**config.mk**
```make
export PLATFORM = sky130hd
export DESIGN_NAME = spi_receive_con
export DESIGN_NICKNAME = d
export VERILOG_FILES = /design/src/rtl/spi_receive_con.sv
export SDC_FILE = /design/constraint.sdc
export NUM_CORES = 1
export LEC_CHECK = 0
export CAP_MARGIN = 20
export CORE_UTILIZATION = 31
export CTS_CLUSTER_DIAMETER = 150
export CTS_CLUSTER_SIZE = 14
export DETAILED_ROUTE_END_ITERATION = 7
export SETUP_SLACK_MARGIN = 0.05
export SLEW_MARGIN = 20
export SYNTH_ARGS = -nofsm -noshare
export SYNTH_HDL_FRONTEND = slang
export SYNTH_SLANG_ARGS = --single-unit
```
**constraint.sdc**
```tcl
create_clock -name clk_in -period 5.1 [get_ports clk_in]
set_input_delay 0.765 -clock clk_in [delete_from_list [all_inputs] [get_ports clk_in]]
set_output_delay 0.765 -clock clk_in [all_outputs]
set_load 0.03 [all_outputs]
```
**src/rtl/spi_receive_con.sv**
```systemverilog
// Main-FPGA receiver for the 4-line camera pixel link: synchronises the link,
// assembles MSB-first nibbles into pixels and tracks their frame coordinates.
module spi_receive_con #(
    parameter int DATA_WIDTH  = 8,
    parameter int LINES       = 4,
    parameter int H_PIXELS    = 160,
    parameter int V_PIXELS    = 90,
    parameter int SYNC_STAGES = 2
) (
    input  logic                         clk_in,
    input  logic                         rst_in,
    input  logic [LINES-1:0]             chip_data_in,
    input  logic                         chip_clk_in,
    input  logic                         chip_sel_in,
    input  logic                         frame_sync_in,
    output logic                         pixel_valid_out,
    output logic [DATA_WIDTH-1:0]        pixel_data_out,
    output logic [$clog2(H_PIXELS)-1:0]  hcount_out,
    output logic [$clog2(V_PIXELS)-1:0]  vcount_out,
    output logic                         frame_done_out,
    output logic                         word_error_out
);
    localparam int NIBBLES = DATA_WIDTH / LINES;
    localparam int CW      = $clog2(NIBBLES + 1);
    localparam int HW      = $clog2(H_PIXELS);
    localparam int VW      = $clog2(V_PIXELS);

    localparam logic [CW-1:0] NIB_FULL = CW'(NIBBLES);
    localparam logic [HW-1:0] H_LAST   = HW'(H_PIXELS - 1);
    localparam logic [VW-1:0] V_LAST   = VW'(V_PIXELS - 1);

    typedef struct packed {
        logic [LINES-1:0] data;
        logic             dclk;
        logic             cs_n;
        logic             fsync;
    } link_t;

    typedef enum logic [1:0] {IDLE, SHIFT, DONE} state_t;

    link_t                   pins;
    link_t [SYNC_STAGES-1:0] sync_q;
    link_t                   synced;
    link_t                   hist_q;

    state_t                  state_q;
    logic [CW-1:0]           count_q;
    logic [DATA_WIDTH-1:0]   shift_q;
    logic                    armed_q;
    logic                    dclk_rise_q;
    logic                    pixel_valid_q;
    logic [DATA_WIDTH-1:0]   pixel_data_q;
    logic                    frame_done_q;
    logic                    word_error_q;
    logic [HW-1:0]           hcount_q, hcount_d;
    logic [VW-1:0]           vcount_q, vcount_d;

    assign pins   = {chip_data_in, chip_clk_in, chip_sel_in, frame_sync_in};
    assign synced = sync_q[SYNC_STAGES-1];

    // NOTE: the synchroniser and history flops are deliberately left without reset;
    // they flush within SYNC_STAGES+1 cycles and only clean pin values ever reach the FSM.
    always_ff @(posedge clk_in) begin
        sync_q <= {sync_q[SYNC_STAGES-2:0], pins};
        hist_q <= synced;
    end

    // NOTE: every sequential assignment uses <= so all flops update from pre-edge values.
    always_ff @(posedge clk_in) begin
        if (rst_in) begin
            state_q       <= IDLE;
            count_q       <= '0;
            shift_q       <= '0;
            armed_q       <= 1'b0;
            dclk_rise_q   <= 1'b0;
            pixel_valid_q <= 1'b0;
            pixel_data_q  <= '0;
            frame_done_q  <= 1'b0;
            word_error_q  <= 1'b0;
        end else begin
            pixel_valid_q <= 1'b0;
            word_error_q  <= 1'b0;
            dclk_rise_q   <= synced.dclk & ~hist_q.dclk;
            frame_done_q  <= synced.fsync & ~hist_q.fsync;
            // A word may only start once cs has been seen idle after reset.
            if (hist_q.cs_n) armed_q <= 1'b1;

            case (state_q)
                IDLE: begin
                    if (!hist_q.cs_n && armed_q) begin
                        state_q <= SHIFT;
                        count_q <= '0;
                    end
                end
                SHIFT: begin
                    if (count_q == NIB_FULL) begin
                        pixel_valid_q <= 1'b1;
                        pixel_data_q  <= shift_q;
                        state_q       <= DONE;
                    end else if (hist_q.cs_n) begin
                        word_error_q <= (count_q != '0);
                        state_q      <= IDLE;
                    end else if (dclk_rise_q) begin
                        shift_q <= {shift_q[DATA_WIDTH-LINES-1:0], hist_q.data};
                        count_q <= count_q + CW'(1);
                    end
                end
                DONE: begin
                    if (hist_q.cs_n)      state_q      <= IDLE;
                    else if (dclk_rise_q) word_error_q <= 1'b1;
                end
                default: state_q <= IDLE;
            endcase
        end
    end

    // NOTE: next-state values get defaults first so no path can infer a latch.
    always_comb begin
        hcount_d = hcount_q;
        vcount_d = vcount_q;
        if (frame_done_q) begin
            hcount_d = '0;
            vcount_d = '0;
        end else if (pixel_valid_q) begin
            if (hcount_q == H_LAST) begin
                hcount_d = '0;
                vcount_d = (vcount_q == V_LAST) ? '0 : vcount_q + VW'(1);
            end else begin
                hcount_d = hcount_q + HW'(1);
            end
        end
    end

    always_ff @(posedge clk_in) begin
        if (rst_in) begin
            hcount_q <= '0;
            vcount_q <= '0;
        end else begin
            hcount_q <= hcount_d;
            vcount_q <= vcount_d;
        end
    end

    assign pixel_valid_out = pixel_valid_q;
    assign pixel_data_out  = pixel_data_q;
    assign hcount_out      = hcount_q;
    assign vcount_out      = vcount_q;
    assign frame_done_out  = frame_done_q;
    assign word_error_out  = word_error_q;

endmodule

```
==> summary.md <==
| Metric | Value |
|---|---|
| Antenna violations before repair | `0` |
| CP Capture Type | `register` |
| # setup viols final | `0` |
| WL final | `4073 um` |
| Setup ws final | `2649 ps` |
| DR iter-0 viols | `67` |
| Status | `complete, no violations` |
| Post-synthesis cell area | `2207 um^2` |
| Max Slew Vio Count | `0` |
| FILL cells | `677` |
| R2R Path End | `vcount_out[5]` |
| Dpl ws | `2263 ps` |
| Wire per inst | `11.35 um` |
| Global-route wire length before repair | `6679 um` |
| Sw Ratio | `21.45%` |
| Post-DRT Antenna Nets | `0` |
| Crit-path leading delay family | `simple AND/OR/NAND/NOR gates` |
| Global placer's final weighted congestion | `0.7886` |
| Flop pwr share | `48.8%` |
| Count leader, synth | `dfxtp_1` |
| DIE AREA | `7462 um^2` |
| Clock Pin Slew Worst Setup and Hold Paths | `70 ps` |
| IO Count | `35` |
| Int Pwr | `0.7941 mW` |
| CP max-delay cell | `clkdlybuf4s50_1` |
| Yosys warnings | `0` |
| Period utilization | `48.06%` |
| CTS resizes | `0` |
| Fin. Hold Viols | `0` |
| RSZ-0062 raised after global routing | `no` |
| R2R depth | `5` |
| Dpl cells | `343` |
| Combinational power share | `4.4%` |
| CP max stage delay | `890 ps` |
| Post-synth top area cell | `dfxtp_1` |
| Syn Inst Count | `222` |
| Seq cells post-synth | `61` |
| Deepest clock path buffer count | `2` |
| Hold Path Stages | `0` |
| CTS Hold Bufs | `0` |
| Initial Util | `32.31%` |
| Fin crit period | `2451 ps` |
| CTS tree | `built` |
| Slew headroom | `36.92%` |
| 1st-pass router iterations | `4` |
| Vias in the first global route | `1469` |
| TritonCTS buffer count | `9` |
| Syn Nets | `242` |
| Clk Latency, worst-skew pair | `340 ps` |
| Sequential area share after synthesis | `55.33%` |
| Levels on crit path | `4` |
| CTS H-Tree Depth | `3` |
| Die Height | `86.38 um` |
| Endpoint, Worst Hold | `sync_q[7]` |
| Worst slew pin tran | `943.3 ps` |
| Largest net degree at the start of global routing | `28` |
| Clk_skew | `7.904 ps` |
| Postcts setup bufs | `0` |
| Final std cells w/o fill | `359` |
| Tot GR Track Use | `12.06%` |
| Core Area | `6832 um^2` |
| Synth top cells by count | `dfxtp_1 (61), nor2_1 (23), nand2_1 (19), a21oi_1 (15), ha_1 (11)` |
| Crit path cell chain | `clkdlybuf4s50_1, or2_2, nor4_1, a32o_1` |
| Crit path kind | `input pin to register` |
| FP Rows | `30` |
| Min-delay worst type | `register to register` |
| Startpoint class of the critical path | `input pin` |
| Hold path startpoint | `sync_q[0]` |
| CP Buf/Inv Count | `1` |
| Post-synth top area share | `55.33%` |
| HPWL Detailed | `2805 um` |
| Crit Reg-Reg Startpoint | `vcount_out[0]` |
| Power density cells | `353.9 nW/um^2` |
| Final net count | `278` |
| Via count | `1666` |
| Critical path peak fanout | `27` |
| Setup TNS | `0 ps` |
| Crit path DAT | `2740 ps` |
| Gr ovfl total | `0` |
| CTS root buffer | `clkbuf_8` |
| Max Cap Violations | `0` |
| # DRC | `0` |
| Area delta synth->final | `29.42%` |
| Distinct cells, synth | `35` |
| Leakage power | `1.012 nW` |
| Ys async rst share | `0%` |
| Clk pwr share | `46.7%` |
| Synth Flop Type | `dfxtp_1` |
| Sinks on Clock Net | `61` |
| Synth top area cells | `dfxtp_1 (55%), ha_1 (6.2%), mux2i_1 (4.1%)` |
| Port bufs | `34` |
| Critical Path RT | `5390 ps` |
| # diodes | `0` |
| Fmax | `408.0 MHz` |
| Synth Area per Inst | `9.942 um^2` |
| Die width | `86.38 um` |
| P_sw | `0.2168 mW` |
| Share of cells above drive strength 1 | `7.605%` |
| Routed vias/inst | `4.641` |
| R2r setup slk | `3090 ps` |
| Post-synth EDFFs | `0` |
| Max IR drop VDD | `0.1356 mV` |
==> how the worst max path moves through the flow <==
stage / from / slack [ps] / endpoint
after floorplan: pixel_valid_out / 3140 / vcount_out[1]
after global placement: rst_in / 2310 / vcount_out[6]
after detailed placement: rst_in / 2260 / vcount_out[6]
after CTS: rst_in / 2640 / vcount_out[6]
after global routing: rst_in / 2550 / hcount_out[3]
final: rst_in / 2650 / vcount_out[6]
==> worst register-to-register path, cell delays in order, from the launching register on <==
cell,delay (ps)
dfxtp_1,420
ha_1,180
nand2_1,50
nor4_1,710
nor2_1,260
a32o_1,280
==> metal layers <==
layer | up-vias | GRT usage (%) | part of all wire, % | routed length, um
li1 | 846 | - | - | -
met1 | 767 | 13.98 | 47 | 1917
met2 | 44 | 18.11 | 44 | 1798
met3 | 9 | 5.048 | 6.0 | 243
met4 | 0 | 8.182 | 2.8 | 113
met5 | - | 0 | 0 | 0
==> cell type report <==
type	instances	area, um^2	area share [%]
inverters	8	30.03	1.051
clock inverters	6	86.33	3.022
well taps	96	120.1	4.205
flip-flops and latches	61	1221	42.75
clock buffers	10	137.6	4.818
repair buffers	35	347.8	12.18
multi-input cells	143	913.4	31.98
==> metrics by stage <==
step | area, um^2 | power (mW) | hold WS [ps] | util, %
after floorplan | 2207 | 0.5345 | 309.6 | -
after global placement | 2633 | 0.5485 | 309.5 | 38.53
after detailed placement | 2633 | 0.5487 | 312.1 | 38.53
after CTS | 2856 | 1.027 | 329.0 | 41.81
after global routing | 2856 | 1.058 | 335.0 | 41.81
final | 2856 | 1.011 | 326.6 | 41.81
==> placed cells by master (no fill, tap or decap), drive strengths merged, types with 2 or more instances in the layout <==
master	instances
clkdlybuf4s50	34
or3	3
nor2	23
o21ai	10
xor2	3
dfxtp	61
bufinv	2
nor3b	6
nand4	5
a21oi	15
xnor2	3
nor3	2
ha	11
a32o	5
o21a	2
mux2i	9
inv	8
nor4	5
nand3	10
nand2	19
clkbuf	10
clkinv	3
==> power groups by stage <==
stage	combinational [mW]	sequential (mW)	clock, mW
after CTS	0.0447	0.494	0.489
final	0.0449	0.494	0.472
after global routing	0.0499	0.494	0.513
after detailed placement	0.0443	0.504	0
after global placement	0.0446	0.504	0
after floorplan	0.0310	0.504	0
==> logic make-up after synthesis <==
| logic type | after synthesis | synth area share, % |
|---|---|---|
| buffers and inverters | 18 | 3.288 |
| xor gates and xnor gates | 6 | 2.381 |
| muxes | 9 | 4.082 |
| and+or+nand+nor | 80 | 18.08 |
| adders and majority gates | 11 | 6.236 |
| AOI/OAI and AO/OA | 37 | 10.60 |
| DFF | 61 | 55.33 |
==> flip-flops by register name, summed over array words and instances (netlist names) <==
| name | cells |
|---|---|
| state_q | 2 |
| frame_done_out | 1 |
| hist_q | 7 |
| shift_q | 8 |
| armed_q | 1 |
| pixel_valid_out | 1 |
| hcount_out | 8 |
| count_q | 2 |
| dclk_rise_q | 1 |
| pixel_data_out | 8 |
| sync_q | 14 |
| vcount_out | 7 |
| word_error_out | 1 |
(Power assumes the default switching activity.)
